## src/rtl/sipo_pkg.sv

```systemverilog
// Shared types and sizing helpers for the serial-in frame receiver.
// Parity bit is present only when SIPO_FRAME_PARITY_EN is defined.
package sipo_pkg;

  typedef enum logic {
    IDLE  = 1'b0,
    SHIFT = 1'b1
  } sipo_state_e;

`ifdef SIPO_FRAME_PARITY_EN
  localparam int PARITY_BITS = 1;
`else
  localparam int PARITY_BITS = 0;
`endif

  function automatic int frame_width(input int cmd_w, input int data_w, input int parity);
    return cmd_w + data_w + parity;
  endfunction

  function automatic int cnt_width(input int frame_w);
    return $clog2(frame_w + 1);
  endfunction

endpackage

```

## src/rtl/sipo_shift_core.sv

```systemverilog
// Bit-serial shifter: counts FRAME_W bits, strobes done with the assembled word,
// and flags an abort when the enable drops mid-frame.
module sipo_shift_core
  import sipo_pkg::*;
#(
  parameter int FRAME_W   = 32,
  parameter int LSB_FIRST = 1,
  parameter int CNT_W     = cnt_width(FRAME_W)
) (
  input  logic               sys_clk,
  input  logic               rst,
  input  logic               din,
  input  logic               en_sipo,
  output logic [FRAME_W-1:0] frame,
  output logic               done,
  output logic               abort
);

  sipo_state_e        state, state_nxt;
  logic [CNT_W-1:0]   cnt, cnt_nxt;
  logic [FRAME_W-1:0] sreg, sreg_nxt, shifted;
  logic               abort_nxt;

  always_ff @(posedge sys_clk or posedge rst) begin
    if (rst) begin
      state <= IDLE;
      cnt   <= '0;
      sreg  <= '0;
      abort <= 1'b0;
    end else begin
      state <= state_nxt;
      cnt   <= cnt_nxt;
      sreg  <= sreg_nxt;
      abort <= abort_nxt;
    end
  end

  // Completed word is taken from the shift input so the top can register it
  // on the same edge that samples the last bit.
  always_comb begin
    state_nxt = state;
    cnt_nxt   = cnt;
    sreg_nxt  = sreg;
    abort_nxt = 1'b0;
    done      = 1'b0;
    shifted   = (LSB_FIRST != 0) ? {din, sreg[FRAME_W-1:1]} : {sreg[FRAME_W-2:0], din};
    frame     = shifted;
    unique case (state)
      IDLE: begin
        if (en_sipo) begin
          state_nxt = SHIFT;
          cnt_nxt   = CNT_W'(1);
          sreg_nxt  = shifted;
        end
      end
      SHIFT: begin
        if (!en_sipo) begin
          state_nxt = IDLE;
          cnt_nxt   = '0;
          sreg_nxt  = '0;
          abort_nxt = 1'b1;
        end else if (cnt == CNT_W'(FRAME_W - 1)) begin
          state_nxt = IDLE;
          cnt_nxt   = '0;
          sreg_nxt  = '0;
          done      = 1'b1;
        end else begin
          cnt_nxt  = cnt + CNT_W'(1);
          sreg_nxt = shifted;
        end
      end
      default: state_nxt = IDLE;
    endcase
  end

endmodule

```

## src/rtl/sipo_frame_rx.sv

```systemverilog
// Serial frame receiver: shift core plus a one-deep held-frame register with
// valid/ready handshake, overrun and abort pulses. Optional parity: SIPO_FRAME_PARITY_EN.
module sipo_frame_rx
  import sipo_pkg::*;
#(
  parameter int CMD_W     = 8,
  parameter int DATA_W    = 24,
  parameter int LSB_FIRST = 1
) (
  input  logic              sys_clk,
  input  logic              rst,
  input  logic              din,
  input  logic              en_sipo,
  input  logic              frame_ready,
  output logic [CMD_W-1:0]  cmd,
  output logic [DATA_W-1:0] data,
  output logic              frame_valid,
  output logic              overrun,
  output logic              abort,
  output logic              parity_err
);

  localparam int FRAME_W  = frame_width(CMD_W, DATA_W, PARITY_BITS);
  // Parity trails the body, so it lands at the top when LSB-first, bottom otherwise.
  localparam int BODY_LSB = (LSB_FIRST != 0) ? 0 : PARITY_BITS;

  logic [FRAME_W-1:0] frame;
  logic               done;
  logic [CMD_W-1:0]   cmd_in;
  logic [DATA_W-1:0]  data_in;
  logic               load;

  sipo_shift_core #(
    .FRAME_W   (FRAME_W),
    .LSB_FIRST (LSB_FIRST)
  ) u_core (
    .sys_clk (sys_clk),
    .rst     (rst),
    .din     (din),
    .en_sipo (en_sipo),
    .frame   (frame),
    .done    (done),
    .abort   (abort)
  );

  assign data_in = frame[BODY_LSB +: DATA_W];
  assign cmd_in  = frame[BODY_LSB + DATA_W +: CMD_W];
  assign load    = done && (!frame_valid || frame_ready);

  always_ff @(posedge sys_clk or posedge rst) begin
    if (rst) begin
      cmd         <= '0;
      data        <= '0;
      frame_valid <= 1'b0;
      overrun     <= 1'b0;
    end else begin
      overrun <= done && !load;
      if (load) begin
        cmd         <= cmd_in;
        data        <= data_in;
        frame_valid <= 1'b1;
      end else if (!done && frame_valid && frame_ready) begin
        frame_valid <= 1'b0;
      end
    end
  end

`ifdef SIPO_FRAME_PARITY_EN
  localparam int PAR_IDX = (LSB_FIRST != 0) ? FRAME_W - 1 : 0;

  always_ff @(posedge sys_clk or posedge rst) begin
    if (rst)       parity_err <= 1'b0;
    else if (load) parity_err <= frame[PAR_IDX] ^ (^{cmd_in, data_in});
  end
`else
  assign parity_err = 1'b0;
`endif

endmodule

```

## config.mk

```make
export PLATFORM = sky130hd
export DESIGN_NAME = sipo_frame_rx
export DESIGN_NICKNAME = d
export VERILOG_FILES = /design/src/rtl/sipo_pkg.sv /design/src/rtl/sipo_shift_core.sv /design/src/rtl/sipo_frame_rx.sv
export SDC_FILE = /design/constraint.sdc
export NUM_CORES = 1
export LEC_CHECK = 0
export ABC_AREA = 1
export BUFFER_PORTS_ARGS = -buffer_cell sky130_fd_sc_hd__buf_2
export CAP_MARGIN = 20
export CORE_MARGIN = 4
export CORE_UTILIZATION = 40
export CTS_CLUSTER_DIAMETER = 100
export DETAILED_ROUTE_END_ITERATION = 10
export PLACE_DENSITY = 0.6
export SYNTH_ARGS = -nofsm -noshare
export SYNTH_HDL_FRONTEND = slang
export SYNTH_SLANG_ARGS = --single-unit
```

## constraint.sdc

```tcl
create_clock -name sys_clk -period 2.6 [get_ports sys_clk]
set_input_delay 0.52 -clock sys_clk [delete_from_list [all_inputs] [get_ports sys_clk]]
set_output_delay 0.52 -clock sys_clk [all_outputs]
set_load 0.05 [all_outputs]
```

==> results of run 1 <==
registers in the layout, summed over array words and instances, names as in the netlist:
name and flops:
frame_valid 1, cmd 8, u_core.abort 1, u_core.state 1, overrun 1, u_core.cnt 6, u_core.sreg 31, data 24
area by class of cell:
| type | count | share of cell area (%) |
|---|---|---|
| Inverter | 9 | 0.960 |
| Clock buffer | 12 | 4.41 |
| Tap cell | 99 | 3.52 |
| Sequential cell | 73 | 51.9 |
| Multi-Input combinational cell | 233 | 30.1 |
| Clock inverter | 4 | 2.13 |
| Timing Repair Buffer | 44 | 6.97 |
path summary, 6_finish.rpt:
path / startpoint / end / slack (ns) / cells past startpoint
min in group sys_clk: din / u_core.sreg[31] / 0.41 / 3
worst max-delay path: u_core.cnt[0] / data[9] / 0.74 / 6
worst min register to register: data[17] / data[17] / 0.46 / 2
worst min-delay path: rst / data[13] / 0.14 / 2
max in group asynchronous: rst / u_core.state / 1.86 / 3
worst max register to register: u_core.cnt[0] / data[9] / 0.74 / 6
cell families after synthesis:
group / synth area share [%]
xor+xnor: 0.287
compound gates: 0.982
simple gates: 32.8
fa+ha+maj: 0.409
other cells: 0.123
flops: 59.8
buf+inv: 5.65
power groups by stage:
stage | registers (mW) | clock network [mW] | logic [mW]
2_1_floorplan | 1.20 | 0 | 0.0800
3_3_place_gp | 1.20 | 0 | 0.104
3_5_place_dp | 1.20 | 0 | 0.105
4_1_cts | 1.18 | 1.03 | 0.105
5_1_grt | 1.18 | 1.07 | 0.117
6_report | 1.18 | 0.993 | 0.101
metal layers:
metal / global-route usage, % / vias up / wire, um
met5: 0 / - / 0
met4: 7.46 / 0 / 81
met3: 3.31 / 6 / 285
met2: 22.8 / 53 / 2750
met1: 19.8 / 1093 / 2890
li1: - / 1145 / -
cells in the mapped netlist:
cell type	n
o21ai_2	1
nand3_1	3
xor2_1	1
nand3_4	2
nand4_1	33
buf_6	6
clkbuf_1	3
ha_1	1
buf_4	4
buf_2	6
nand2_2	10
o21ai_0	3
nor2_8	1
conb_1	1
nor2_1	5
nand2_1	170
o22ai_1	1
clkinv_1	1
nor4_1	1
inv_1	8
dfrtp_1	73
metrics by stage:
step / cells / setup WS (ns)
after global routing: 474 / 0.544
after detailed placement: 458 / 0.664
after CTS: 474 / 0.720
after floorplan: 334 / 0.227
after global placement: 458 / 0.707
final: 474 / 0.736
worst reg2reg max path, delay by kind of cell, from the launching register on:
family / cells / cell delay (ns)
adder cells (fa/ha/maj): 1 / 0.26
flip-flops: 1 / 0.45
AND/OR/NAND/NOR: 5 / 1.05
layout by cell type (no fill, tap or decap):
| master | netlist | routed |
|---|---|---|
| ha_1 | 1 | 1 |
| nor4_1 | 1 | 1 |
| bufinv_16 | 0 | 2 |
| nand3_4 | 2 | 2 |
| buf_12 | 0 | 1 |
| nor2_1 | 5 | 4 |
| o21ai_0 | 3 | 3 |
| buf_2 | 6 | 39 |
| o21ai_2 | 1 | 1 |
| nand3_1 | 3 | 3 |
| buf_4 | 4 | 4 |
| nor2_8 | 1 | 1 |
| inv_2 | 0 | 1 |
| conb_1 | 1 | 1 |
| xor2_1 | 1 | 1 |
| nand2_2 | 10 | 10 |
| clkbuf_8 | 0 | 11 |
| nand2_1 | 170 | 170 |
| nand4_1 | 33 | 33 |
| clkbuf_1 | 3 | 1 |
| o22ai_1 | 1 | 1 |
| clkinv_1 | 1 | 1 |
| dfrtp_1 | 73 | 73 |
| clkinvlp_4 | 0 | 2 |
| nor2_2 | 0 | 1 |
| inv_1 | 8 | 7 |
==> results.cfg, run 1 <==
[power]
power_frac_clock_pct = 43.7
combinationalPowerShare_pct = 4.5
power.leakage_nw = 2.04
internal_power_mw = 1.77
power_frac_seq_pct = 51.8
irDropWorstVdd_mv = 0.283
finalPower_mw = 2.27
p_sw_mw = 0.500
p_per_area_nw_per_um2 = 645
switching_share_pct = 22.0

[timing]
rsz0062_at_grt = false
period_share_pct = 71.7
slew_headroom_pct = 53.7
fin_skew_ns = 0.00860
min_period_ns = 1.86
whs_ns = 0.138
setup_viol = 0
hold_violations = 0
worstMarginPinSlew_ns = 0.693
clock.fmax_mhz = 536
drv_slew = 0
tns_ns = 0

[worst_setup_path]
critPathSlowestCell = dfrtp_1
cp.required_ns = 2.83
worstPathCellList = ha_1, nand3_4, nor2_8, nand3_4, nand2_1, nand2_1
critPathTopFamily = simple AND/OR/NAND/NOR gates
max_stage_delay_ns = 0.45
worst-path-max-fanout = 33
critPathCaptureType = flop
crit_type = reg2reg
crit_path_start_kind = flop
arrival_ns = 2.09
path_buf_inv = 0

[placed_design]
io_buffers = 39
dpl.hpwl_mm = 3.83
gp_congestion = 0.772
placed_area_um2 = 3290

[worst_hold_path]
hold_class = in2async

[yosys]
netlist_area_um2 = 3060
synth.distinct_cells = 21
synth_top_area_share_pct = 59.8
syn_area_per_cell_um2 = 9.15
syn-num-nets = 340
synth_cells = 334
synth_area_leaders = dfrtp_1 60%, nand2_1 21%, nand4_1 6.8%
synth-seq-cells = 73
yosysTopAreaCell = dfrtp_1
yosys_warnings = 0
ys_seq_area_share_pct = 59.8

[floorplanning]
rows = 31
die_area_um2 = 9100
die_y_um = 95.4
coreArea_um2 = 7330
initial_core_util_pct = 41.7
die_x_um = 95.4
io_pins = 41

[clocking]
clk_path_buf_depth = 2
cts.sinks = 73
clk_latency_ns = 0.34
clk_pin_slew_ns = 0.07
cts_max_level = 3
post_cts_buffers = 0
cts_hold_buf = 0
ctsResizeCount = 0
numCtsBuffers = 9
cts_root_buffer = clkbuf_8
cts_tree = built

[finish]
diodes = 0
nets = 376
register_area_um2 = 1830
syn_to_final_growth_pct = 15.1
final_area_um2 = 3520
drive_above_1_share_pct = 20.0
multi_input_area_um2 = 1060
fin_util_pct = 48.0
fill_cells = 716

[global_route]
grtUsageTotal_pct = 14.9
grt_pass1_vias = 2259
grt_antenna_before_repair = 0
grt_max_degree = 60
gr-total-overflow = 0
grt_first_pass_wirelength_mm = 10.5

[job]
cap_violations = 0

[detailed_routing]
ant_nets = 0
first_pass_iters = 4
drc_errors = 0
wl_per_cell_um = 12.7
drt_wl_total_mm = 6.01
dr_total_vias = 2297
routed_via_density = 4.85
drt_iter0_drc = 124

[outcome]
outcome = completed
(Power assumes the default switching activity.)
==> run 2: changes to the inputs <==
==> constraint.sdc (replaced) <==
create_clock -name sys_clk -period 1.85 [get_ports sys_clk]
set_input_delay 0.37 -clock sys_clk [delete_from_list [all_inputs] [get_ports sys_clk]]
set_output_delay 0.37 -clock sys_clk [all_outputs]
set_load 0.05 [all_outputs]
==> results.cfg, run 2 (synthesized netlist as in run 1, its figures left out) <==
[finish]
fin_util_pct = 48.7
multi_input_area_um2 = 1070
drive_above_1_share_pct = 21.5
diodes = 0
register_area_um2 = 1830
fill_cells = 715
nets = 383
reg_top3 = u_core.sreg (31), data (24), cmd (8)
mostFrequentLayoutCells = 170 x nand2_1, 73 x dfrtp_1, 39 x buf_2, 33 x nand4_1
top_register = u_core.sreg
largest_reg_flops = 31
syn_to_final_growth_pct = 16.7
mostFrequentLayoutCell = nand2_1

[timing]
clock.fmax_mhz = 594
min_period_ns = 1.68
tns_ns = 0
setup_viol = 0
period_share_pct = 91.1
hold_violations = 0
rsz0062_at_grt = false
fin_skew_ns = 0.00895
drv_slew = 0

[clocking]
cts_hold_buf = 0
numCtsBuffers = 9
clk_path_buf_depth = 2
cts_root_buffer = clkbuf_8
cts.sinks = 73
cts_tree = built
clk_pin_slew_ns = 0.07
clk_latency_ns = 0.35
cts_max_level = 3
ctsResizeCount = 0

[global_route]
grt_pass1_vias = 2249
grtUsageTotal_pct = 15.6
grt_max_degree = 74
grt_first_pass_wirelength_mm = 10.8
gr-total-overflow = 0
grt_antenna_before_repair = 0

[outcome]
outcome = completed

[job]
cap_violations = 0

[worst_setup_path]
arrival_ns = 1.92
r2r_start = u_core.cnt[0]
crit_type = reg2reg
cp.required_ns = 2.09
r2r_end = data[3]
critPathCaptureType = flop
worst-path-max-fanout = 16
rr_worst_depth = 6
crit_path_start_kind = flop
reg2reg_slack_ns = 0.17

[power]
power.leakage_nw = 2.07
p_per_area_nw_per_um2 = 894
irDropWorstVdd_mv = 0.285

[detailed_routing]
dr_total_vias = 2329
first_pass_iters = 4
wl_per_cell_um = 13.2
drt_wl_total_mm = 6.35
ant_nets = 0
drt_iter0_drc = 113
routed_via_density = 4.84
drc_errors = 0

[floorplanning]
die_y_um = 95.4
initial_core_util_pct = 41.7
rows = 31
coreArea_um2 = 7330
io_pins = 41
die_x_um = 95.4
die_area_um2 = 9100

[placed_design]
gp_congestion = 0.825
io_buffers = 39
dpl.hpwl_mm = 3.89

[worst_hold_path]
hold_class = in2async
run 2: cell count changes in the layout (fill, tap and decap cells not counted), sizes merged:
| cell | before | now |
|---|---|---|
| nand3 | 5 | 6 |
| inv | 8 | 7 |
| buf | 44 | 50 |
| clkinv | 1 | 4 |
| clkinvlp | 2 | 1 |
| clkbuf | 12 | 11 |
run 2: power by group:
part / internal (mW) / switching, mW / total [mW]
Combinational: 0.0402 / 0.116 / 0.156
Clock: 0.794 / 0.587 / 1.38
Sequential: 1.62 / 0.0292 / 1.65
run 2: how the worst max path moves through the flow:
stage,endpoint,startpoint,slack (ns)
after floorplan,data[0],frame_valid,0.46
after global placement,data[3],u_core.cnt[0],0.27
after detailed placement,data[13],u_core.cnt[0],0.20
after CTS,data[13],u_core.cnt[0],0.19
after global routing,data[3],u_core.cnt[0],0.02
final,data[3],u_core.cnt[0],0.17
run 2: through the flow:
| step | setup WS, ns | power (mW) | area (um^2) | std cells | hold WS (ns) |
|---|---|---|---|---|---|
| 2_1_floorplan | 0.461 | 1.79 | 3060 | 334 | 0.436 |
| 3_3_place_gp | 0.266 | 1.84 | 3340 | 464 | 0.450 |
| 3_5_place_dp | 0.196 | 1.84 | 3340 | 464 | 0.453 |
| 4_1_cts | 0.186 | 3.23 | 3560 | 480 | 0.125 |
| 5_1_grt | 0.0190 | 3.32 | 3570 | 481 | 0.156 |
| 6_report | 0.165 | 3.19 | 3570 | 481 | 0.112 |
run 2: timing repair:
item                       in CTS  in global routing
buffers inserted                0                  0
setup endpoints to repair       0                  2
hold endpoints to repair        0                  0
run 2: layout make-up:
class / count / area share [%]
Sequential cell: 73 / 51.2
Multi-Input combinational cell: 234 / 30.0
Timing Repair Buffer: 50 / 8.13
Clock buffer: 11 / 3.96
Tap cell: 99 / 3.47
Clock inverter: 5 / 2.21
Inverter: 9 / 1.05
run 2: metal layers:
layer	share of wire [%]	routed length, um	global-route usage, %	vias up
met2	45	2870	23.5	51
met4	2.1	135	8.77	0
met1	49	3090	20.8	1102
met5	0	0	0	-
met3	4.0	255	3.31	12
li1	-	-	-	1164
run 2: worst max-delay path, stage by stage, from the launching register on:
cell and delay, ns:
dfrtp_1 0.43, ha_1 0.27, nand3_4 0.14, nor2_8 0.15, nand3_2 0.35, nand2_1 0.16
nand2_1 0.07
==> run 3: changes to the inputs <==
--- a/config.mk
+++ b/config.mk
@@ -6,7 +6,7 @@
 export NUM_CORES = 1
 export LEC_CHECK = 0
 export ABC_AREA = 1
-export BUFFER_PORTS_ARGS = -buffer_cell sky130_fd_sc_hd__buf_2
+export BUFFER_PORTS_ARGS = -buffer_cell sky130_fd_sc_hd__buf_4
 export CAP_MARGIN = 20
 export CORE_MARGIN = 4
 export CORE_UTILIZATION = 40
==> results.cfg, run 3 (synthesized netlist as in run 1, its figures left out) <==
[worst_setup_path]
arrival_ns = 1.96
cp.required_ns = 2.09
reg2reg_slack_ns = 0.13
r2r_end = cmd[2]
critPathCaptureType = flop
rr_worst_depth = 6
worst-path-max-fanout = 16
crit_path_start_kind = flop
r2r_start = u_core.cnt[0]
crit_type = reg2reg

[floorplanning]
io_pins = 41
rows = 31
coreArea_um2 = 7330
die_y_um = 95.4
initial_core_util_pct = 41.7
die_area_um2 = 9100
die_x_um = 95.4

[timing]
setup_viol = 0
rsz0062_at_grt = false
whs_ns = 0.128
fin_skew_ns = 0.00666
tns_ns = 0
drv_slew = 0
hold_violations = 0
clock.fmax_mhz = 580
min_period_ns = 1.72
period_share_pct = 93.2

[power]
irDropWorstVdd_mv = 0.424
power.leakage_nw = 2.08
p_per_area_nw_per_um2 = 905

[finish]
mostFrequentLayoutCell = nand2_1
largest_reg_flops = 31
fin_util_pct = 50.6
drive_above_1_share_pct = 21.9
nets = 384
mostFrequentLayoutCells = 170 x nand2_1, 73 x dfrtp_1, 50 x buf_4, 33 x nand4_1
reg_top3 = u_core.sreg (31), data (24), cmd (8)
top_register = u_core.sreg
syn_to_final_growth_pct = 21.2
diodes = 0

[detailed_routing]
dr_total_vias = 2309
ant_nets = 0
drt_iter0_drc = 103
first_pass_iters = 4
routed_via_density = 4.79
drt_wl_total_mm = 6.29
drc_errors = 0
wl_per_cell_um = 13.0

[clocking]
ctsResizeCount = 0
cts_hold_buf = 0
cts.sinks = 73
clk_latency_ns = 0.34
post_cts_buffers = 0
cts_max_level = 3
cts_tree = built
clk_path_buf_depth = 2
clk_pin_slew_ns = 0.08
cts_root_buffer = clkbuf_8
numCtsBuffers = 9

[global_route]
grt.met2_usage_pct = 24.3
gr-total-overflow = 0
grt_util_met1_pct = 19.9
grtUsageTotal_pct = 15.2
grt_pass1_vias = 2259
grt_antenna_before_repair = 0
grt_max_degree = 74
globalRouteMet3Util_pct = 3.79
grt_most_used_layer = met2
grt_first_pass_wirelength_mm = 10.6

[placed_design]
io_buffers = 39
gp_congestion = 0.801
dpl.hpwl_mm = 3.96

[worst_hold_path]
hold_class = in2async

[outcome]
outcome = completed

[job]
cap_violations = 0
run 3: final cells by class:
class	count	area, um^2
fill	692	3620
sequential	73	1830
multi-input combinational	234	1070
timing repair buffer	51	395
clock buffer	10	138
tap	99	124
clock inverter	6	115
inverter	9	37.5
run 3: worst max path at each step:
| stage | start | to | slack (ns) | cells after the start |
|---|---|---|---|---|
| global route | u_core.cnt[0] | data[7] | 0.008 | 6 |
| detailed placement | u_core.cnt[0] | data[1] | 0.18 | 6 |
| global placement | u_core.cnt[0] | cmd[3] | 0.24 | 6 |
| floorplan | frame_valid | data[0] | 0.46 | 4 |
| finish | u_core.cnt[0] | cmd[2] | 0.13 | 6 |
| CTS | u_core.cnt[0] | data[1] | 0.15 | 6 |
run 3: layer usage:
layer / up-vias / part of all wire, %
li1: 1156 / -
met1: 1101 / 47
met5: - / 0
met2: 44 / 47
met3: 8 / 4.6
met4: 0 / 1.4
run 3: where the power goes:
part           internal [mW]  switching [mW]  leakage, nW
registers               1.62          0.0296         1.01
clock network          0.937           0.606        0.123
logic                 0.0449           0.114        0.954
total                   2.60           0.750         2.08
run 3: stage by stage:
stage / cells / setup WS, ns / power (mW) / cell area, um^2
after floorplan: 334 / 0.461 / 1.79 / 3060
after global placement: 465 / 0.242 / 1.84 / 3440
after detailed placement: 465 / 0.182 / 1.85 / 3440
after CTS: 481 / 0.154 / 3.39 / 3700
after global routing: 482 / 0.00819 / 3.49 / 3710
final: 482 / 0.127 / 3.35 / 3710
run 3: worst max-delay path: stages (launching register included):
cell and delay [ns]:
dfrtp_1 0.45, ha_1 0.27, nand3_4 0.15, nor2_8 0.15, nand3_2 0.36, nand2_1 0.18
nand2_1 0.06
